$ cat src/rtl/trx_sched_if.sv
// Control/status bundle between the modem controller and the TX/RX scheduler.
// Carries tx_timeout only when TRX_SCHED_TIMEOUT_EN is defined.
interface trx_sched_if;
  logic        tx_req;
  logic        tx_done;
  logic        rx_en;
  logic        tx_grant;
  logic [15:0] duc_gain;
  logic        adc_gate;
  logic        iq_mask;
  logic        busy;
  logic [2:0]  state_o;
`ifdef TRX_SCHED_TIMEOUT_EN
  logic        tx_timeout;
`endif

  modport master (
    output tx_req, tx_done, rx_en,
`ifdef TRX_SCHED_TIMEOUT_EN
    input  tx_timeout,
`endif
    input  tx_grant, duc_gain, adc_gate, iq_mask, busy, state_o
  );

  modport slave (
    input  tx_req, tx_done, rx_en,
`ifdef TRX_SCHED_TIMEOUT_EN
    output tx_timeout,
`endif
    output tx_grant, duc_gain, adc_gate, iq_mask, busy, state_o
  );
endinterface

$ cat src/rtl/trx_sched.sv
// Half-duplex TX/RX scheduler for the shared DDS/DUC/DDC chain: grant, gain ramps, ADC gate, LPF mask.
// Define TRX_SCHED_TIMEOUT_EN to add the TX_ON watchdog (parameter TX_MAX_CYC, sticky tx_timeout).
module trx_sched #(
  parameter int RAMP_LEN   = 16,
  parameter int GUARD_CYC  = 32,
`ifdef TRX_SCHED_TIMEOUT_EN
  parameter int TX_MAX_CYC = 65536,
`endif
  parameter int FIR_LAT    = 18
) (
  input  logic       clk,
  input  logic       rstn,
  trx_sched_if.slave bus
);
  localparam logic [2:0] S_IDLE  = 3'd0;
  localparam logic [2:0] S_RX    = 3'd1;
  localparam logic [2:0] S_DRAIN = 3'd2;
  localparam logic [2:0] S_GTX   = 3'd3;
  localparam logic [2:0] S_UP    = 3'd4;
  localparam logic [2:0] S_ON    = 3'd5;
  localparam logic [2:0] S_DN    = 3'd6;
  localparam logic [2:0] S_GRX   = 3'd7;

  localparam int M1 = (FIR_LAT > GUARD_CYC) ? FIR_LAT : GUARD_CYC;
  localparam int M2 = (M1 > RAMP_LEN) ? M1 : RAMP_LEN;
`ifdef TRX_SCHED_TIMEOUT_EN
  localparam int CNT_MAX = (M2 > TX_MAX_CYC) ? M2 : TX_MAX_CYC;
`else
  localparam int CNT_MAX = M2;
`endif
  localparam int CNT_W = $clog2(CNT_MAX + 1);

  localparam logic [CNT_W-1:0] DRAIN_LAST = CNT_W'(FIR_LAT - 1);
  localparam logic [CNT_W-1:0] GUARD_LAST = CNT_W'(GUARD_CYC - 1);
  localparam logic [CNT_W-1:0] RAMP_LAST  = CNT_W'(RAMP_LEN - 1);

  localparam logic signed [16:0] STEP   = 17'(32768 / RAMP_LEN);
  localparam logic        [15:0] STEP_U = 16'(32768 / RAMP_LEN);
  localparam logic signed [16:0] GMAX   = 17'sh07FFF;

  logic [2:0]       state, nxt;
  logic [CNT_W-1:0] cnt;
  logic [15:0]      gain, gain_nxt;
  logic             grant, gate, mask, busy_r;
  logic             tmo_hit;

  // 17-bit signed accumulation keeps the ramp from overshooting 0x7FFF or wrapping below 0
  function automatic logic [15:0] gain_up(input logic [15:0] g);
    logic signed [16:0] s;
    s = $signed({1'b0, g}) + STEP;
    return (s > GMAX) ? 16'h7FFF : s[15:0];
  endfunction

  function automatic logic [15:0] gain_dn(input logic [15:0] g);
    logic signed [16:0] s;
    s = $signed({1'b0, g}) - STEP;
    return s[16] ? 16'h0000 : s[15:0];
  endfunction

`ifdef TRX_SCHED_TIMEOUT_EN
  localparam logic [CNT_W-1:0] TMO_LAST = CNT_W'(TX_MAX_CYC - 1);
  logic tmo;
  assign tmo_hit        = (state == S_ON) && (cnt == TMO_LAST);
  assign bus.tx_timeout = tmo;
`else
  assign tmo_hit = 1'b0;
`endif

  always_comb begin
    nxt      = state;
    gain_nxt = gain;
    case (state)
      S_IDLE: begin
        if (bus.tx_req)     nxt = S_GTX;
        else if (bus.rx_en) nxt = S_RX;
      end
      S_RX:    if (bus.tx_req || !bus.rx_en) nxt = S_DRAIN;
      S_DRAIN: if (cnt == DRAIN_LAST) nxt = bus.tx_req ? S_GTX : S_IDLE;
      S_GTX: begin
        if (cnt == GUARD_LAST) begin
          if (bus.tx_req) begin
            nxt      = S_UP;
            gain_nxt = STEP_U;
          end else begin
            nxt = S_IDLE;
          end
        end
      end
      S_UP: begin
        if (!bus.tx_req) begin
          gain_nxt = gain_dn(gain);
          nxt      = (gain_nxt == 16'd0) ? S_GRX : S_DN;
        end else if (cnt == RAMP_LAST) begin
          nxt      = S_ON;
          gain_nxt = 16'h7FFF;
        end else begin
          gain_nxt = gain_up(gain);
        end
      end
      S_ON: begin
        if (bus.tx_done || !bus.tx_req || tmo_hit) begin
          gain_nxt = gain_dn(gain);
          nxt      = S_DN;
        end
      end
      S_DN: begin
        gain_nxt = gain_dn(gain);
        if (gain_nxt == 16'd0) nxt = S_GRX;
      end
      S_GRX: begin
        // the guard just served also satisfies a new TX request, so skip GUARD_TX
        if (cnt == GUARD_LAST) begin
          if (bus.tx_req) begin
            nxt      = S_UP;
            gain_nxt = STEP_U;
          end else if (bus.rx_en) begin
            nxt = S_RX;
          end else begin
            nxt = S_IDLE;
          end
        end
      end
      default: begin
        nxt      = S_IDLE;
        gain_nxt = '0;
      end
    endcase
  end

  // Outputs decode the next state so every output is a flop aligned with state_o
  always_ff @(posedge clk or negedge rstn) begin
    if (!rstn) begin
      state  <= S_IDLE;
      cnt    <= '0;
      gain   <= '0;
      grant  <= 1'b0;
      gate   <= 1'b0;
      mask   <= 1'b0;
      busy_r <= 1'b0;
    end else begin
      state  <= nxt;
      cnt    <= (nxt != state) ? '0 : cnt + 1'b1;
      gain   <= gain_nxt;
      grant  <= (nxt == S_ON);
      gate   <= (nxt == S_RX);
      mask   <= (nxt == S_RX) || (nxt == S_DRAIN);
      busy_r <= !((nxt == S_IDLE) || (nxt == S_RX));
    end
  end

`ifdef TRX_SCHED_TIMEOUT_EN
  always_ff @(posedge clk or negedge rstn) begin
    if (!rstn)                            tmo <= 1'b0;
    else if (nxt == S_ON && state != S_ON) tmo <= 1'b0;
    else if (tmo_hit && !bus.tx_done)      tmo <= 1'b1;
  end
`endif

  assign bus.tx_grant = grant;
  assign bus.duc_gain = gain;
  assign bus.adc_gate = gate;
  assign bus.iq_mask  = mask;
  assign bus.busy     = busy_r;
  assign bus.state_o  = state;
endmodule

$ cat src/flat_wrapper.sv
// flat-port wrapper written by rule: the top's interface ports become plain ports
module trx_sched_flat 
#(
  parameter int RAMP_LEN   = 16,
  parameter int GUARD_CYC  = 32,

  parameter int FIR_LAT    = 18
)
  (clk, rstn, bus_tx_req, bus_tx_done, bus_rx_en, bus_tx_grant, bus_duc_gain, bus_adc_gate, bus_iq_mask, bus_busy, bus_state_o);
  trx_sched_if bus_i ();
  input  logic clk;
  input  logic rstn;
  input wire logic [$bits(bus_i.tx_req)-1:0] bus_tx_req;
  input wire logic [$bits(bus_i.tx_done)-1:0] bus_tx_done;
  input wire logic [$bits(bus_i.rx_en)-1:0] bus_rx_en;
  output wire logic [$bits(bus_i.tx_grant)-1:0] bus_tx_grant;
  output wire logic [$bits(bus_i.duc_gain)-1:0] bus_duc_gain;
  output wire logic [$bits(bus_i.adc_gate)-1:0] bus_adc_gate;
  output wire logic [$bits(bus_i.iq_mask)-1:0] bus_iq_mask;
  output wire logic [$bits(bus_i.busy)-1:0] bus_busy;
  output wire logic [$bits(bus_i.state_o)-1:0] bus_state_o;
  assign bus_i.tx_req = bus_tx_req;
  assign bus_i.tx_done = bus_tx_done;
  assign bus_i.rx_en = bus_rx_en;
  assign bus_tx_grant = bus_i.tx_grant;
  assign bus_duc_gain = bus_i.duc_gain;
  assign bus_adc_gate = bus_i.adc_gate;
  assign bus_iq_mask = bus_i.iq_mask;
  assign bus_busy = bus_i.busy;
  assign bus_state_o = bus_i.state_o;
  trx_sched #(.RAMP_LEN(RAMP_LEN), .GUARD_CYC(GUARD_CYC), .FIR_LAT(FIR_LAT)) u_core (.clk(clk), .rstn(rstn), .bus(bus_i));
endmodule
$ cat config.mk
export PLATFORM = sky130hd
export DESIGN_NAME = trx_sched_flat
export DESIGN_NICKNAME = d
export VERILOG_FILES = /design/src/rtl/trx_sched_if.sv /design/src/rtl/trx_sched.sv /design/src/flat_wrapper.sv
export SDC_FILE = /design/constraint.sdc
export NUM_CORES = 1
export LEC_CHECK = 0
export CAP_MARGIN = 20
export CORE_MARGIN = 3
export CORE_UTILIZATION = 54
export DETAILED_ROUTE_END_ITERATION = 10
export PLACE_DENSITY = 0.85
export SLEW_MARGIN = 40
export SYNTH_ARGS = -nofsm -noshare
export SYNTH_HDL_FRONTEND = slang
export SYNTH_SLANG_ARGS = --single-unit
export TNS_END_PERCENT = 30
$ cat constraint.sdc
create_clock -name clk -period 3 [get_ports clk]
set_clock_uncertainty 0.15 [all_clocks]
set_input_delay 0.3 -clock clk [delete_from_list [all_inputs] [get_ports clk]]
set_output_delay 0.3 -clock clk [all_outputs]
set_load 0.02 [all_outputs]
Yosys cells after proc, flatten, opt, wreduce, memory -nomap -nowiden
Index checks and enable logic that the tools add are counted.
{"block": "op_classes", "muxes": 25, "addsub": 3, "reduce_logical": 13, "n_eq_ne": 17, "magnitude_cmp": 1}
{"operator": "16-bit two-way mux", "n": 7}
{"operator": "16-bit case mux with 4 select lines", "n": 1}
{"operator": "3-bit two-way mux", "n": 12}
{"operator": "3-bit case mux with 8 select lines", "n": 1}
{"operator": "16-bit by 12-bit adder with 17-bit output (second input constant)", "n": 1}
{"operator": "17-bit by 16-bit greater-than comparator with 1-bit output (second input constant)", "n": 1}
{"operator": "16-bit by 12-bit subtractor with 17-bit output (second input constant)", "n": 1}
{"operator": "16-bit zero test", "n": 1}
{"operator": "3-bit == test (second input constant)", "n": 5}
{"operator": "6-bit by 5-bit == test with 1-bit output (second input constant)", "n": 2}
{"operator": "3-bit by 2-bit == test with 1-bit output (second input constant)", "n": 3}
{"operator": "6-bit by 1-bit adder with 6-bit output (second input constant)", "n": 1}
{"operator": "3-bit by 1-bit == test with 1-bit output (second input constant)", "n": 2}
{"operator": "6-bit by 4-bit == test with 1-bit output (second input constant)", "n": 1}
{"operator": "3-bit zero test", "n": 2}
{"operator": "6-bit two-way mux", "n": 1}
{"operator": "2-bit by 1-bit inequality test with 1-bit output (second input constant)", "n": 3}
{"operator": "1-bit logical OR", "n": 4}
{"operator": "4-bit AND reduction", "n": 1}
{"operator": "4-bit nonzero test", "n": 1}
{"operator": "1-bit zero test", "n": 3}
{"operator": "3-bit inequality test", "n": 1}
{"operator": "1-bit two-way mux", "n": 2}
{"operator": "2-bit two-way mux", "n": 1}
{"operator": "2-bit OR reduction", "n": 1}
{"block": "totals", "wordCells": 66, "regBits": 29, "inputBits": 5, "out_inout_bits": 23}

Depth between registers and ports, before layout
Gate-level depths: netlist of run 1.
{"block": "depth", "word_depth": 9, "depth_mapped": 9, "mapped_depth_nobuf": 8}

Least setup slack after synthesis of run 1
No wires, ideal clock.
{"block": "synth_path", "path_kind": "flip-flop to flip-flop", "from": "register u_core.gain[11] (netlist: u_core.bus.duc_gain[11])", "to": "register u_core.gain[0] (netlist: u_core.bus.duc_gain[0])", "path_stages_with_launch": 9, "setup_ns": 0.118, "slack_ns": 0.713, "period_less_slack_ns": 2.287, "t_arrival_ns": 2.019, "required_time_ns": 2.732, "n_path_buf": 1, "path_cell_list": "dfrtp_1 inv_1 ha_1 a31oi_1 nand3_1 o21a_4 a31o_4 buf_6 a21o_1"}
{"block": "synth_between", "elab_chain_cells": 6, "word_cells_on_any_way": 9, "cone_classes": "2 x add/sub; 1 x order compare; 6 x mux"}
{"item": "from (decl)", "line": "trx_sched.sv:43", "rtl": "logic [15:0] gain, gain_nxt;"}
{"item": "from (signal assigned)", "line": "trx_sched.sv:143", "rtl": "gain <= gain_nxt;"}
{"item": "16-bit by 12-bit adder with 17-bit output", "line": "trx_sched.sv:50", "rtl": "s = $signed({1'b0, g}) + STEP;"}
{"item": "17-bit by 16-bit greater-than comparator with 1-bit output", "line": "trx_sched.sv:51", "rtl": "return (s > GMAX) ? 16'h7FFF : s[15:0];"}
{"item": "16-bit two-way mux", "line": "trx_sched.sv:51"}
{"item": "16-bit two-way mux", "line": "trx_sched.sv:93", "rtl": "end else if (cnt == RAMP_LAST) begin"}
{"item": "16-bit two-way mux", "line": "trx_sched.sv:90", "rtl": "if (!bus.tx_req) begin"}
{"item": "16-bit case mux with 4 select lines (*)", "line": "trx_sched.sv:72", "rtl": "case (state)"}
Mark *: on every way between the ends. The rest lies on a longest branch, timed or not. The select of a mux whose other input is x is not followed.
A chain may end at the register's enable or synchronous reset.

Final worst setup path of run 1
{"block": "layout_path", "from": "register u_core.gain[11] (netlist: u_core.bus.duc_gain[11])", "to": "register u_core.mask (netlist: u_core.bus.iq_mask)"}
{"block": "layout_between", "elab_chain_cells": 8, "word_cells_on_any_way": 10, "cone_classes": "1 x add/sub; 2 x eq/ne; 5 x mux; 2 x reduce/logical"}
{"item": "16-bit by 12-bit subtractor with 17-bit output (*)", "line": "trx_sched.sv:56", "rtl": "s = $signed({1'b0, g}) - STEP;"}
{"item": "16-bit two-way mux (*)", "line": "trx_sched.sv:57", "rtl": "return s[16] ? 16'h0000 : s[15:0];"}
{"item": "16-bit zero test (*)", "line": "trx_sched.sv:92, trx_sched.sv:108"}
{"item": "1-bit two-way mux", "line": "trx_sched.sv:92", "rtl": "nxt = (gain_nxt == 16'd0) ? S_GRX : S_DN;"}
{"item": "3-bit two-way mux", "line": "trx_sched.sv:90"}
{"item": "3-bit case mux with 8 select lines (*)", "line": "trx_sched.sv:72"}
{"item": "3-bit by 1-bit == test with 1-bit output or 3-bit by 2-bit == test with 1-bit output (tied branches)", "line": "trx_sched.sv:146", "rtl": "mask <= (nxt == S_RX) || (nxt == S_DRAIN);"}
{"item": "1-bit logical OR (*)", "line": "trx_sched.sv:146"}
{"item": "to (signal assigned)", "line": "trx_sched.sv:146"}
{"item": "to (decl)", "line": "trx_sched.sv:44", "rtl": "logic grant, gate, mask, busy_r;"}
Mark *: on every way between the ends. The rest lies on a longest branch, timed or not.

==> results.py, run 1 <==
metrics = {
    "run_status": {
        "run_status": "completed",
    },
    "setup_path": {
        "cp-start-kind": "register",
        "worst-path-max-fanout": 10,
        "series_of_cell_instances_along_the_critical_path": "inv_1 > ha_1 > xnor2_1 > nand4_1 > o211ai_1 > o2111ai_2 > and4_1 > a21o_1",
        "wp_data_arrival_ns": 2.49,
        "crit_path_max_incr_delay_ns": 0.54,
        "ff2ff_setup_slack_ns": 0.59,
        "cp_data_required_time_ns": 3.08,
        "critical_path_class": "reg -> reg",
        "crit_path_top_delay_cell": "sky130_fd_sc_hd__dfrtp_1",
        "category_of_the_worst_setup_path_capture_point": "register",
    },
    "global_route": {
        "grt_pass1_vias": 1632,
        "overflow": 0,
        "grt_pass1_wl_um": 7490,
        "grt_max_degree": 30,
        "global_route.usage.total": 0.223,
        "initial_antenna_violation_count": 0,
    },
    "synth": {
        "synth_warnings": 0,
        "yosys-top-cells-area": "sky130_fd_sc_hd__dfrtp_1 (37%), sky130_fd_sc_hd__nor2_1 (4.6%), sky130_fd_sc_hd__a21o_1 (4.2%), sky130_fd_sc_hd__ha_1 (3.2%), sky130_fd_sc_hd__nand2_1 (3.0%)",
        "postSynthCellCount": 208,
        "synth-edff-count": 0,
        "syn-cell-area_um2": 1970,
        "main_synth_ff_type": "sky130_fd_sc_hd__dfrtp_1",
        "synth_nets": 218,
        "yosysTopAreaCellShare": 0.368,
        "netlist_cell_types": 60,
        "synth-seq-cells": 29,
        "fraction_of_the_yosys_area_taken_by_sequential_cells": 0.368,
        "synth.largest_area_cell": "sky130_fd_sc_hd__dfrtp_1",
        "synthMostInstantiatedCell": "sky130_fd_sc_hd__dfrtp_1",
        "most_frequent_cells_after_synthesis": "sky130_fd_sc_hd__dfrtp_1 (29), sky130_fd_sc_hd__nor2_1 (24), sky130_fd_sc_hd__nand2_1 (16)",
        "share_of_flip_flops_with_an_asynchronous_set_or_reset_after_synthesis": 1.00,
        "syn_avg_cell_area_um2": 9.49,
    },
    "clock_network": {
        "cts.clk_slew.worst_paths_ns": 0.09,
        "cts_root_buffer": "sky130_fd_sc_hd__clkbuf_4",
        "clock-sinks": 29,
        "cts_tree": "built",
        "worst_skew_pair.late_latency_ns": 0.33,
        "htreeDepth": 2,
        "cts_post_setup_buffers_inserted": 0,
        "cts-root-to-sink-buffers": 2,
        "post_cts_hold_buffer_count": 0,
        "cts-buffers-inserted": 5,
        "cts_repair_resize_count": 0,
    },
    "floorplanning": {
        "die_y_um": 66.5,
        "initial_core_utilization": 0.578,
        "ios": 28,
        "design.core.area_um2": 3420,
        "rows": 21,
        "die_width_um": 66.5,
        "design.die.area_um2": 4420,
    },
    "drt": {
        "drc_markers": 0,
        "avgRoutedWirePerCell_um": 15.3,
        "firstDrtPassIters": 4,
        "route.final.wire_length_um": 4280,
        "detail-route-antenna-nets": 0,
        "vias_per_cell": 5.98,
        "initialDrtViolationCount": 97,
        "routed-via-count": 1673,
    },
    "cells_and_area": {
        "design.final.nets": 243,
        "fraction_of_final_layout_cells_with_drive_strength_greater_than_1": 0.158,
        "filler_cell_count": 285,
        "antenna-diode-count": 0,
        "area_growth_syn_to_fin_pct": 16.7,
        "final-seq-area_um2": 726,
        "area_occupied_by_multi_input_gates_um2": 1120,
        "fin_area_um2": 2300,
    },
    "power_and_ir_drop": {
        "power.share.switching": 0.339,
        "power.share.clock": 0.279,
        "share_comb_of_total_power": 0.298,
        "static-leakage-power_nw": 1.03,
        "p_seq_frac": 0.423,
        "power_per_cell_area_nw_per_um2": 522,
        "vdd.ir_drop.worst_mv": 0.390,
        "switchingPower_mw": 0.407,
        "p_int_mw": 0.795,
    },
    "sta": {
        "final_min_period_over_clock_period": 0.804,
        "finalMaxSlewViolations": 0,
        "finalWorstPathRequiredPeriod_ns": 2.41,
        "tightestPinTransition_ns": 0.647,
        "achievable-frequency_ghz": 0.414,
        "setup_viol": 0,
        "maxSlewHeadroom": 0.568,
        "grt_setup_unrepaired": "no",
        "timing_hold_violations_final": 0,
        "setup_total_negative_slack_ns": 0,
    },
    "place": {
        "placement.cell_area_um2": 2220,
        "dp_hpwl_um": 3100,
        "i_o_buffers": 27,
        "place.gp.congestion": 0.876,
    },
    "worst_hold_path": {
        "worst_hold_path_type": "in -> async",
    },
    "run": {
        "max-cap-violations": 0,
    },
}
==> flip-flops by register name (all words and copies together), names as in the netlist <==
| register | flops |
|---|---|
| u_core.bus.state_o | 3 |
| u_core.bus.iq_mask | 1 |
| u_core.bus.tx_grant | 1 |
| u_core.cnt | 6 |
| u_core.bus.adc_gate | 1 |
| u_core.bus.busy | 1 |
| u_core.bus.duc_gain | 16 |
==> kinds of logic after synthesis <==
family	count (synthesis)	share of synthesized area
AO/OA/AOI/OAI	59	0.255
adder cells (fa/ha/maj)	5	0.0317
flip-flops	29	0.368
buffers and inverters	19	0.0665
XOR/XNOR	7	0.0311
multiplexers	1	0.00570
AND/OR/NAND/NOR	88	0.242
==> worst max-delay path, delay by kind of cell (launching register included) <==
family / cells / cell delay, ns
adders and majority gates: 1 / 0.26
AOI/OAI and AO/OA: 3 / 0.59
xor gates and xnor gates: 1 / 0.24
and+or+nand+nor: 2 / 0.38
buffers and inverters: 1 / 0.14
DFF: 1 / 0.54
==> power by group through the flow <==
stage          Clock (mW)  Sequential, mW  Combinational (mW)
6_report            0.335           0.508               0.359
2_1_floorplan           0           0.495               0.292
4_1_cts             0.343           0.505               0.361
3_3_place_gp            0           0.513               0.348
3_5_place_dp            0           0.514               0.359
5_1_grt             0.362           0.517               0.404
==> routing by layer <==
layer | wire length, µm | up-vias | part of all wire | global-route usage
met4 | 45 | 0 | 0.011 | 0.0761
met2 | 2140 | 40 | 0.50 | 0.372
met3 | 213 | 7 | 0.050 | 0.0708
met1 | 1890 | 825 | 0.44 | 0.271
li1 | - | 801 | - | -
met5 | 0 | - | 0 | 0
==> through the flow <==
stage	hold slack [ns]	std cells	power [mW]	util	worst slack, ns
after global routing	0.201	280	1.28	0.675	0.463
after detailed placement	0.335	272	0.873	0.650	0.460
after global placement	0.328	272	0.862	0.650	0.522
after CTS	0.198	280	1.21	0.675	0.614
final	0.193	280	1.20	0.675	0.587
after floorplan	-0.146	208	0.787	-	0.713
==> worst paths after layout <==
kind                                                          start                             endpoint  cells past startpoint
min in group clk                            u_core.cnt[0]$_DFF_PN0_              u_core.cnt[0]$_DFF_PN0_                      1
worst max-delay path            u_core.bus.duc_gain[11]$_DFFE_PN0P_         u_core.bus.iq_mask$_DFF_PN0_                      8
max in group asynchronous                                      rstn              u_core.cnt[1]$_DFF_PN0_                      2
worst min register to register              u_core.cnt[0]$_DFF_PN0_              u_core.cnt[0]$_DFF_PN0_                      1
worst max register to register  u_core.bus.duc_gain[11]$_DFFE_PN0P_         u_core.bus.iq_mask$_DFF_PN0_                      8
worst min-delay path                                           rstn  u_core.bus.duc_gain[10]$_DFFE_PN0P_                      2
==> placed cells by master, fill, tap and decap left out, types with 2 or more instances in the layout <==
cell	Yosys	final
sky130_fd_sc_hd__dfrtp_1	29	29
sky130_fd_sc_hd__a31o_2	2	2
sky130_fd_sc_hd__inv_1	7	7
sky130_fd_sc_hd__nand4_1	6	6
sky130_fd_sc_hd__nor2_1	24	24
sky130_fd_sc_hd__and2_1	3	3
sky130_fd_sc_hd__a31oi_1	5	5
sky130_fd_sc_hd__or2_2	3	3
sky130_fd_sc_hd__nand3_1	6	6
sky130_fd_sc_hd__xor2_1	2	2
sky130_fd_sc_hd__nor3_1	3	3
sky130_fd_sc_hd__a41oi_1	2	2
sky130_fd_sc_hd__a21oi_1	9	9
sky130_fd_sc_hd__clkbuf_4	0	5
sky130_fd_sc_hd__buf_4	2	3
sky130_fd_sc_hd__xnor2_1	5	5
sky130_fd_sc_hd__nor4_1	5	5
sky130_fd_sc_hd__o21ai_2	2	2
sky130_fd_sc_hd__o21ai_0	6	6
sky130_fd_sc_hd__nand2b_1	4	4
sky130_fd_sc_hd__a21o_1	11	11
sky130_fd_sc_hd__clkdlybuf4s50_1	0	27
sky130_fd_sc_hd__o211ai_1	2	2
sky130_fd_sc_hd__nand2_1	16	16
sky130_fd_sc_hd__nor3_2	2	2
sky130_fd_sc_hd__nor2b_1	4	4
sky130_fd_sc_hd__and2_2	2	2
sky130_fd_sc_hd__ha_1	5	5
==> layout make-up <==
class | count | share of cell area
Multi-Input combinational cell | 160 | 0.485
Sequential cell | 29 | 0.315
Timing Repair Buffer | 30 | 0.127
Tap cell | 46 | 0.0250
Clock buffer | 7 | 0.0239
Clock inverter | 1 | 0.0130
Inverter | 7 | 0.0114
No activity file was read; power rests on OpenSTA's default activity.
==> inputs of run 2 (changes only) <==
--- a/config.mk
+++ b/config.mk
@@ -7,9 +7,9 @@
 export LEC_CHECK = 0
 export CAP_MARGIN = 20
 export CORE_MARGIN = 3
-export CORE_UTILIZATION = 54
+export CORE_UTILIZATION = 49
 export DETAILED_ROUTE_END_ITERATION = 10
-export PLACE_DENSITY = 0.85
+export PLACE_DENSITY = 0.82
 export SLEW_MARGIN = 40
 export SYNTH_ARGS = -nofsm -noshare
 export SYNTH_HDL_FRONTEND = slang
==> constraint.sdc (replaced) <==
create_clock -name clk -period 2 [get_ports clk]
set_clock_uncertainty 0.15 [all_clocks]
set_input_delay 0.2 -clock clk [delete_from_list [all_inputs] [get_ports clk]]
set_output_delay 0.2 -clock clk [all_outputs]
set_load 0.02 [all_outputs]
==> run 2 against run 1 <==
  * The flow now finishes with violations (setup timing)
  * First-iteration DRC count grew 44%
  * Utilization rose by 8.5 points
  * Flip-flop and latch count is the same
  * Setup slack got worse by 0.72 ns
  * Sequential share of layout area decreased by 5.9 points
  * Fmax is 13% higher
  * Non-clock buffer count is 53 higher
  * Critical path depth is 1 higher
  * Final cell count increased by 20%
  * Routed wire length rose by 29%
  * Sequential power grew 47%
  * Critical path type unchanged
  * Largest power group is now combinational logic
==> results.py, run 2 (synthesis results as in run 1) <==
metrics = {
    "run_status": {
        "run_status": "complete, but fails checks",
        "failed_checks": "setup timing",
    },
    "run": {
        "max-cap-violations": 0,
    },
    "setup_path": {
        "ff2ff_setup_slack_ns": -0.13,
        "critical_path_class": "reg -> reg",
        "category_of_the_worst_setup_path_capture_point": "register",
        "timing.critical_path.to": "u_core.cnt[0]$_DFF_PN0_",
        "worst_setup_path_startpoint": "u_core.bus.duc_gain[12]$_DFFE_PN0P_",
        "reg2reg_from": "u_core.bus.duc_gain[12]$_DFFE_PN0P_",
        "cp_data_required_time_ns": 2.01,
        "r2r-end": "u_core.cnt[0]$_DFF_PN0_",
        "cp-start-kind": "register",
        "worst-path-max-fanout": 6,
        "r2r.worst_path.cells": 9,
        "wp_data_arrival_ns": 2.14,
    },
    "power_and_ir_drop": {
        "p_seq_frac": 0.352,
        "vdd.ir_drop.worst_mv": 0.625,
        "share_comb_of_total_power": 0.353,
        "power.share.clock": 0.295,
        "p_int_mw": 1.40,
        "power.share.switching": 0.341,
        "switchingPower_mw": 0.725,
        "power_per_cell_area_nw_per_um2": 742,
        "static-leakage-power_nw": 1.30,
    },
    "clock_network": {
        "cts-root-to-sink-buffers": 2,
        "clock-sinks": 29,
        "worst_skew_pair.late_latency_ns": 0.29,
        "cts.clk_slew.worst_paths_ns": 0.08,
        "cts_root_buffer": "sky130_fd_sc_hd__clkbuf_8",
        "cts_tree": "built",
        "cts-buffers-inserted": 5,
        "htreeDepth": 2,
    },
    "cells_and_area": {
        "fin_area_um2": 2870,
        "antenna-diode-count": 0,
        "layout.cells.most_common_list": "sky130_fd_sc_hd__buf_4 (55), sky130_fd_sc_hd__clkdlybuf4s50_1 (27), sky130_fd_sc_hd__nor2_1 (24), sky130_fd_sc_hd__dfrtp_1 (24), sky130_fd_sc_hd__nand2_1 (15)",
        "fin_util": 0.760,
        "design.final.nets": 296,
        "number_of_flip_flops_in_the_largest_register": 16,
        "most_common_library_cell_in_the_layout_ignoring_fill_and_taps": "sky130_fd_sc_hd__buf_4",
        "area_growth_syn_to_fin_pct": 45.1,
        "fraction_of_final_layout_cells_with_drive_strength_greater_than_1": 0.394,
    },
    "sta": {
        "final_min_period_over_clock_period": 1.07,
        "maxSlewHeadroom": 0.749,
        "timing_hold_violations_final": 0,
        "final.setup.worst_slack_ns": -0.131,
        "finalMaxSlewViolations": 0,
        "grt_setup_unrepaired": "yes",
        "hold-worst-slack_ns": 0.138,
        "achievable-frequency_ghz": 0.469,
        "tightestPinTransition_ns": 0.375,
        "finalWorstPathRequiredPeriod_ns": 2.13,
        "setup_viol": 22,
    },
    "drt": {
        "initialDrtViolationCount": 140,
        "drc_markers": 0,
        "detail-route-antenna-nets": 0,
        "route.final.wire_length_um": 5510,
        "routed-via-count": 1929,
        "vias_per_cell": 5.76,
        "firstDrtPassIters": 4,
        "avgRoutedWirePerCell_um": 16.4,
    },
    "floorplanning": {
        "initial_core_utilization": 0.524,
        "rows": 22,
        "die_width_um": 69.5,
        "die_y_um": 69.5,
        "ios": 28,
        "design.core.area_um2": 3770,
        "design.die.area_um2": 4830,
    },
    "place": {
        "dpl_worst_slack_ns": -0.219,
        "i_o_buffers": 27,
        "dp_hpwl_um": 3930,
        "place.gp.congestion": 0.934,
        "placement.cell_area_um2": 2650,
    },
    "global_route": {
        "grt_pass1_wl_um": 9270,
        "global_route.usage.total": 0.239,
        "grt_max_degree": 30,
        "initial_antenna_violation_count": 0,
        "overflow": 0,
        "grt_pass1_vias": 1969,
    },
    "worst_hold_path": {
        "worst_hold_path_type": "in -> async",
    },
}
==> run 2: changes by cell type in the layout (fill, tap and decap cells not counted), sizes merged <==
cell / change
clkbuf: -2
buf: +53
clkinv: +1
clkinvlp: +1
==> run 2: critical path: stages, from the launching register on <==
cell                        delay [ns]
sky130_fd_sc_hd__dfrtp_2          0.46
sky130_fd_sc_hd__inv_2            0.10
sky130_fd_sc_hd__ha_4             0.17
sky130_fd_sc_hd__xnor2_4          0.12
sky130_fd_sc_hd__nand4_1          0.14
sky130_fd_sc_hd__o211ai_1         0.24
sky130_fd_sc_hd__o2111ai_2        0.22
sky130_fd_sc_hd__buf_4            0.21
sky130_fd_sc_hd__o311ai_4         0.09
sky130_fd_sc_hd__nor2_1           0.09
==> run 2: metrics by stage <==
step                      TNS, ns  std cells  total power, mW
after CTS                  -0.618        333             2.11
final                       -1.72        335             2.12
after floorplan            -0.471        208             1.19
after global placement      -2.06        325             1.44
after global routing        -3.56        335             2.24
after detailed placement    -3.20        325             1.47
==> run 2: worst min-delay path by stage <==
| stage | from | endpoint | slack, ns | cells after the start |
|---|---|---|---|---|
| 6_report | rstn | u_core.bus.duc_gain[15]$_DFFE_PN0P_ | 0.14 | 2 |
| 3_3_place_gp | u_core.bus.duc_gain[0]$_DFFE_PN0P_ | u_core.bus.duc_gain[0]$_DFFE_PN0P_ | 0.36 | 1 |
| 4_1_cts | rstn | u_core.bus.duc_gain[15]$_DFFE_PN0P_ | 0.16 | 2 |
| 3_5_place_dp | u_core.bus.duc_gain[9]$_DFFE_PN0P_ | u_core.bus.duc_gain[9]$_DFFE_PN0P_ | 0.37 | 1 |
| 5_1_grt | rstn | u_core.bus.duc_gain[15]$_DFFE_PN0P_ | 0.18 | 2 |
| 2_1_floorplan | rstn | u_core.bus.adc_gate$_DFF_PN0_ | -0.25 | 0 |
==> run 2: layout make-up <==
cell class                 instances  area [µm²]
clock buffer                       5        68.8
clock inverter                     3        46.3
fill                             248         906
inverter                           7        28.8
multi-input combinational        160        1230
sequential                        29         732
tap                               48        60.1
timing repair buffer              83         703
==> run 2: routing by layer <==
layer / track usage / up-vias / wire length (µm)
li1: - / 904 / -
met1: 0.305 / 962 / 2370
met2: 0.404 / 54 / 2790
met3: 0.0493 / 9 / 267
met4: 0.0738 / 0 / 78
met5: 0 / - / 0
==> run 2: power by group through the flow <==
stage / combinational [mW] / clock [mW] / sequential, mW
global placement: 0.695 / 0 / 0.743
global route: 0.824 / 0.651 / 0.761
floorplan: 0.447 / 0 / 0.746
CTS: 0.737 / 0.634 / 0.744
detailed placement: 0.724 / 0 / 0.749
finish: 0.751 / 0.626 / 0.748
==> run 2: what timing repair did <==
| action | CTS | global route |
|---|---|---|
| buffers inserted | 0 | 2 |
| hold buffers | 0 | 0 |
| endpoints found under the setup margin | 25 | 28 |
| gates resized for setup | 7 | 9 |
| gates cloned | 0 | 0 |
| pin swaps | 8 | 6 |
==> variant 1: new RTL, flow settings as in run 2 <==
`GUARD_CYC` is set to 32 in 2 places; all go to 16.
--- a/src/rtl/trx_sched.sv
+++ b/src/rtl/trx_sched.sv
@@ -2,7 +2,7 @@
 // Define TRX_SCHED_TIMEOUT_EN to add the TX_ON watchdog (parameter TX_MAX_CYC, sticky tx_timeout).
 module trx_sched #(
   parameter int RAMP_LEN   = 16,
-  parameter int GUARD_CYC  = 32,
+  parameter int GUARD_CYC  = 16,
 `ifdef TRX_SCHED_TIMEOUT_EN
   parameter int TX_MAX_CYC = 65536,
 `endif
--- a/src/flat_wrapper.sv
+++ b/src/flat_wrapper.sv
@@ -2,7 +2,7 @@
 module trx_sched_flat 
 #(
   parameter int RAMP_LEN   = 16,
-  parameter int GUARD_CYC  = 32,
+  parameter int GUARD_CYC  = 16,
 
   parameter int FIR_LAT    = 18
 )
Function: same outputs for any inputs over 10 cycles, from zero or initial values and one cycle with rstn low; that may be too few to reach the edited logic, so the function may still have changed.
==> variant 1 against run 2 <==
  * The run still ends with setup timing left
  * First-iteration DRC count down 21%
  * Critical path depth down 3
  * Routed wire length up 2.0%
  * Final area down 5.2%
  * Worst setup slack worse by 0.21 ns
  * Sequential cell count down 1
  * Hold slack worse by 0.067 ns
  * Synthesized area down 13%
  * Largest cell class unchanged
Power is not compared: it rests on default switching activity, and its combinational part moved more than twofold at a synthesized area within 25%.
==> variant 1: results (changes against run 2) <==
Outcome
  – Status: complete, but fails checks
  – Violated checks: setup timing

Synthesis
  – Mux cell area share after synthesis: 0.0233 (+0.0176)
  – Synth top cells by count: dfrtp_1, nor2_1, nand2_1
  – Ys async rst share: 1.00 (unchanged)
  – Syn nets: 204 (-6.4%)
  – Top cells by area, synth: dfrtp_1, o21a_1, ha_1
  – Syn. warnings: 0 (unchanged)
  – Cell variety after synth: 48 (-20%)
  – XOR/XNOR share of the synthesized area: 0.0306 (-0.000417)
  – Adder-cell area share of the yosys netlist: 0.0438 (+0.0121)
  – Synth Area in Compound Gates: 0.217 (-0.0380)
  – Register area share after synthesis: 0.408 (+0.0409)
  – Post-Syn Area per Cell: 8.89 um^2 (-6.4%)

STA
  – Actual slew at the worst max-slew pin: 0.425 ns (+0.0500 ns)
  – Setup ws final: -0.343 ns (-0.212 ns)
  – Setup violators final: 24 (+9.1%)

Global route
  – Met3 usage: 0.0376 (-0.0117)
  – Tot GR Track Use: 0.263 (+0.0246)
  – Wire length of the first global-routing pass: 8.73 mm (-5.8%)
  – Largest net degree at the start of global routing: 29 (-3.3%)
  – Antenna violations before repair: 0 (unchanged)
  – GR Util met1: 0.312 (+0.00646)
  – Grt met2 use: 0.469 (+0.0654)

Placement
  – Dpl cells: 307 (-5.5%)
  – Placed inst area: 0.00247 mm^2 (-6.9%)
  – Final HPWL DP: 3.97 mm (+1.0%)
  – Routability Congestion: 0.885 (-5.3%)
  – Port Buf Inserts: 27 (unchanged)

CTS
  – Clock Pin Slew Worst Setup and Hold Paths: 0.16 ns (+0.08 ns)
  – Root buf cell: clkbuf_4
  – CTS buffer count: 3 (-2)
  – CTS Buffer Depth: 2 (unchanged)
  – Worst skew pair latency: 0.33 ns (+0.04 ns)
  – Max H-tree Level: 1 (-1)

Route
  – Initial drt markers: 110 (-21%)
  – Vias: 1867 (-3.2%)
  – WL/cell: 17.7 um (+7.8%)
  – DRT Pass-1 Iters: 4 (unchanged)

Final layout
  – Non-filler cells, final: 317 (-5.4%)
  – Layout cells sized above 1: 0.381 (-0.0128)
  – Fin nets: 285 (-3.7%)

Pwr
  – Lkg Pwr: 1.23 nW
  – Peak supply drop: 821 uV

Flow run
  – MaxCap Viol Count: 0 (unchanged)

Worst setup path
  – CP arrival: 2.43 ns (+0.29 ns)
  – CP Max Fanout: 5 (-1)
## variant 1: cell count changes after synthesis, sizes merged, moves of 3 or more
cell    before  now
a31o         3    0
clkbuf       1   10
a21o        12    1
nor2        24   19
buf         11    1
a21oi       10    7
nor4         5    2
o21ai        9   12
and2         6    1
o21a         1   11
mux2i        0    4
## variant 1: area by class of cell
cell class | instances | area, um^2
multi-input cells | 145 | 1100
repair buffers | 87 | 758
flip-flops and latches | 28 | 706
fillers | 191 | 488
well taps | 44 | 55.1
inverters | 9 | 38.8
clock inverters | 1 | 30.0
clock buffers | 3 | 22.5
## variant 1: through the flow
| step | setup slack [ns] | power (mW) | TNS, ns | hold WS, ns |
|---|---|---|---|---|
| finish | -0.343 | 3.17 | -5.42 | 0.0709 |
| global route | -0.435 | 3.38 | -7.54 | 0.0701 |
| CTS | -0.350 | 2.93 | -4.49 | 0.0786 |
| detailed placement | -0.436 | 2.46 | -6.87 | 0.425 |
| global placement | -0.264 | 2.36 | -4.65 | 0.374 |
| floorplan | -0.327 | 1.75 | -5.56 | -0.246 |
## variant 1: per-layer routing
metal	vias up	wire length (um)
met5	-	0
met4	0	206
met3	25	278
met2	89	2960
met1	903	2170
li1	850	-
## variant 1: kinds of logic after synthesis
| logic type | Yosys count |
|---|---|
| simple gates | 76 |
| compound gates | 53 |
| flops | 28 |
| buf+inv | 20 |
| xor+xnor | 6 |
| fa+ha+maj | 6 |
| mux | 4 |
## variant 1: timing repair
item	CTS	global route
hold endpoints to repair	0	0
setup buffers	0	6
pin swaps	13	8
gates resized for setup	21	21
hold buffers	0	0
setup endpoints to repair	25	29
## variant 1: path summary, 6_finish.rpt
check,depth (start not counted),slack [ns],end,from
worst max-delay path,6,-0.34,u_core.cnt[2],u_core.bus.duc_gain[9]
worst min-delay path,2,0.07,u_core.cnt[4],rstn
worst max register to register,6,-0.34,u_core.cnt[2],u_core.bus.duc_gain[9]
worst min register to register,2,0.46,u_core.cnt[0],u_core.cnt[0]
max in group asynchronous,2,1.34,u_core.bus.duc_gain[13],rstn
min in group clk,3,0.44,u_core.bus.tx_grant,bus_tx_done
## variant 1: critical path: stages (launching register included)
cell       delay, ns
dfrtp_1         0.41
or4_1           0.52
or4_4           0.50
o21ai_4         0.19
o2111ai_4       0.15
a21oi_4         0.25
nor2_1          0.08
## variant 1: where the power goes
group / leakage, nW / switching [mW] / internal (mW)
sequential: 0.358 / 0.110 / 0.671
clock: 0.0279 / 0.174 / 0.203
combinational: 0.842 / 1.06 / 0.949
==> variant 2: new RTL, flow settings as in run 2 <==
Made on the original files. The localparam `GMAX` goes from 17'sh07FFF to 17'sh03FFF.
--- a/src/rtl/trx_sched.sv
+++ b/src/rtl/trx_sched.sv
@@ -36,7 +36,7 @@
 
   localparam logic signed [16:0] STEP   = 17'(32768 / RAMP_LEN);
   localparam logic        [15:0] STEP_U = 16'(32768 / RAMP_LEN);
-  localparam logic signed [16:0] GMAX   = 17'sh07FFF;
+  localparam logic signed [16:0] GMAX   = 17'sh03FFF;
 
   logic [2:0]       state, nxt;
   logic [CNT_W-1:0] cnt;
Check against the original RTL: no difference found for any inputs over 10 cycles, from zero or initial values and one cycle with rstn low; that may be too few to reach the edited logic, so the function may still have changed.
==> variant 2 against run 2 <==
  * Sequential share of layout area grew 2.4 points
  * Highest routed layer unchanged
  * Final area shrank 8.6%
  * Count of clock-buffer cells in the layout grew 1
  * Sequential cell count is the same
  * Worst setup slack lost 0.26 ns
  * Total power shrank 1.4%
  * Synthesized area shrank 10%
  * Routed wire length grew 7.9%
  * The run still ends with setup timing left
==> variant 2: results (changes against run 2) <==
Outcome
  – Status: complete, but fails checks
  – Violated checks: setup timing

Synthesis
  – Ys async rst share: 1.00 (unchanged)
  – XOR/XNOR share of the synthesized area: 0.0247 (-0.00637)
  – Syn nets: 193 (-11%)
  – Synth top cells by count: dfrtp_1, nor2_1, o21a_1
  – Top cells by area, synth: dfrtp_1, o21a_1, ha_1
  – Mux cell area share after synthesis: 0.0381 (+0.0324)
  – Synth Area in Compound Gates: 0.221 (-0.0347)
  – Register area share after synthesis: 0.409 (+0.0415)
  – Adder-cell area share of the yosys netlist: 0.0353 (+0.00358)
  – Cell variety after synth: 56 (-6.7%)
  – Syn. warnings: 0 (unchanged)

Pwr
  – Lkg Pwr: 1.15 nW (-12%)
  – Net switching power: 759 uW (+4.8%)
  – Peak supply drop: 721 uV (+15%)

Placement
  – Final HPWL DP: 3.65 mm (-7.3%)
  – Routability Congestion: 0.892 (-4.5%)

Global route
  – Wire length of the first global-routing pass: 9.26 mm (about the same)
  – Vias in the first global route: 1895 (-3.8%)
  – Antenna violations before repair: 0 (unchanged)
  – Tot GR Track Use: 0.285 (+0.0468)

STA
  – Actual slew at the worst max-slew pin: 0.590 ns (+0.216 ns)
  – Setup violators final: 27 (+23%)
  – Setup ws final: -0.395 ns (-0.264 ns)

Route
  – Highest routed layer: met4
  – Detailed Route WL: 5.95 mm (+7.9%)
  – Met2 WL: 2.88 mm (+3.2%)
  – Via-per-instance ratio: 6.36 (+10%)
  – DRT Pass-1 Iters: 5 (+1)
  – Metal-1 WL: 2.21 mm (-6.7%)
  – Initial drt markers: 227 (+62%)
  – Metal3 WL: 569 um (+110%)

CTS
  – Clock Pin Slew Worst Setup and Hold Paths: 0.12 ns (+0.04 ns)
  – CTS buffer count: 5 (unchanged)
  – Max H-tree Level: 2 (unchanged)
  – Root buf cell: clkbuf_4
  – CTS Buffer Depth: 2 (unchanged)
  – Worst skew pair latency: 0.35 ns (+0.06 ns)

Final layout
  – Fin nets: 266 (-10%)
  – Layout cells sized above 1: 0.362 (-0.0319)
  – Layout fillers: 202 (-19%)

Hold path
  – HP Class: primary input to asynchronous set/reset pin

Worst setup path
  – CP arrival: 2.47 ns (+0.33 ns)
  – CP Max Fanout: 7 (+1)
[variant 2: cell type report]
type                            count  share of cell area
Clock buffer                        6              0.0196
Tap cell                           46              0.0220
Timing Repair Buffer               74               0.242
Sequential cell                    29               0.280
Inverter                           10              0.0153
Multi-Input combinational cell    136               0.408
Clock inverter                      2              0.0143
[variant 2: final timing paths]
path	from	end	slack, ns	depth (start not counted)
worst max-delay path	u_core.bus.duc_gain[12]	u_core.cnt[4]	-0.40	9
worst max register to register	u_core.bus.duc_gain[12]	u_core.cnt[4]	-0.40	9
worst min-delay path	rstn	u_core.bus.duc_gain[15]	0.06	2
min in group clk	u_core.bus.duc_gain[10]	u_core.bus.duc_gain[10]	0.42	1
max in group asynchronous	rstn	u_core.bus.state_o[0]	1.32	2
worst min register to register	u_core.bus.duc_gain[10]	u_core.bus.duc_gain[10]	0.42	1
[variant 2: critical path: stages, from the launching register on]
cell	delay, ns
dfrtp_2	0.47
inv_1	0.12
ha_4	0.14
nor3b_4	0.22
mux2i_2	0.34
o21ai_1	0.16
nor4_2	0.24
buf_4	0.16
o311a_4	0.22
nor2_1	0.06
[variant 2: routing by layer]
| metal | vias to the layer above | global-route usage |
|---|---|---|
| met2 | 143 | 0.460 |
| met3 | 38 | 0.0799 |
| met4 | 0 | 0.155 |
| li1 | 820 | - |
| met5 | - | 0 |
| met1 | 926 | 0.342 |
[variant 2: logic make-up after synthesis]
group | after synthesis
DFF | 29
adders and majority gates | 5
muxes | 6
AOI/OAI and AO/OA | 52
buffers and inverters | 19
and+or+nand+nor | 67
xor gates and xnor gates | 5
[variant 2: repair_timing]
item / 4_1_cts / 5_1_grt
endpoints found under the hold margin: 0 / 0
pin swaps: 4 / 1
setup endpoints to repair: 29 / 28
buffers inserted: 4 / 1
resized for setup: 16 / 8
gates cloned: 1 / 0
[variant 2: stage by stage]
step                      setup TNS (ns)  area (um^2)  cells  setup slack [ns]  hold slack, ns
after floorplan                    -2.22         1800    183            -0.189          -0.246
after global placement             -4.57         2400    289            -0.209           0.375
after detailed placement           -6.40         2400    289            -0.310           0.386
after CTS                          -4.34         2580    302            -0.259          0.0832
after global routing               -7.69         2620    303            -0.426           0.100
final                              -6.62         2620    303            -0.395          0.0647
[variant 2: power groups by stage]
stage	registers (mW)	clock network, mW	logic, mW
after detailed placement	0.761	0	0.725
after global routing	0.767	0.571	0.855
after floorplan	0.775	0	0.372
after CTS	0.753	0.544	0.757
final	0.758	0.542	0.796
after global placement	0.755	0	0.689
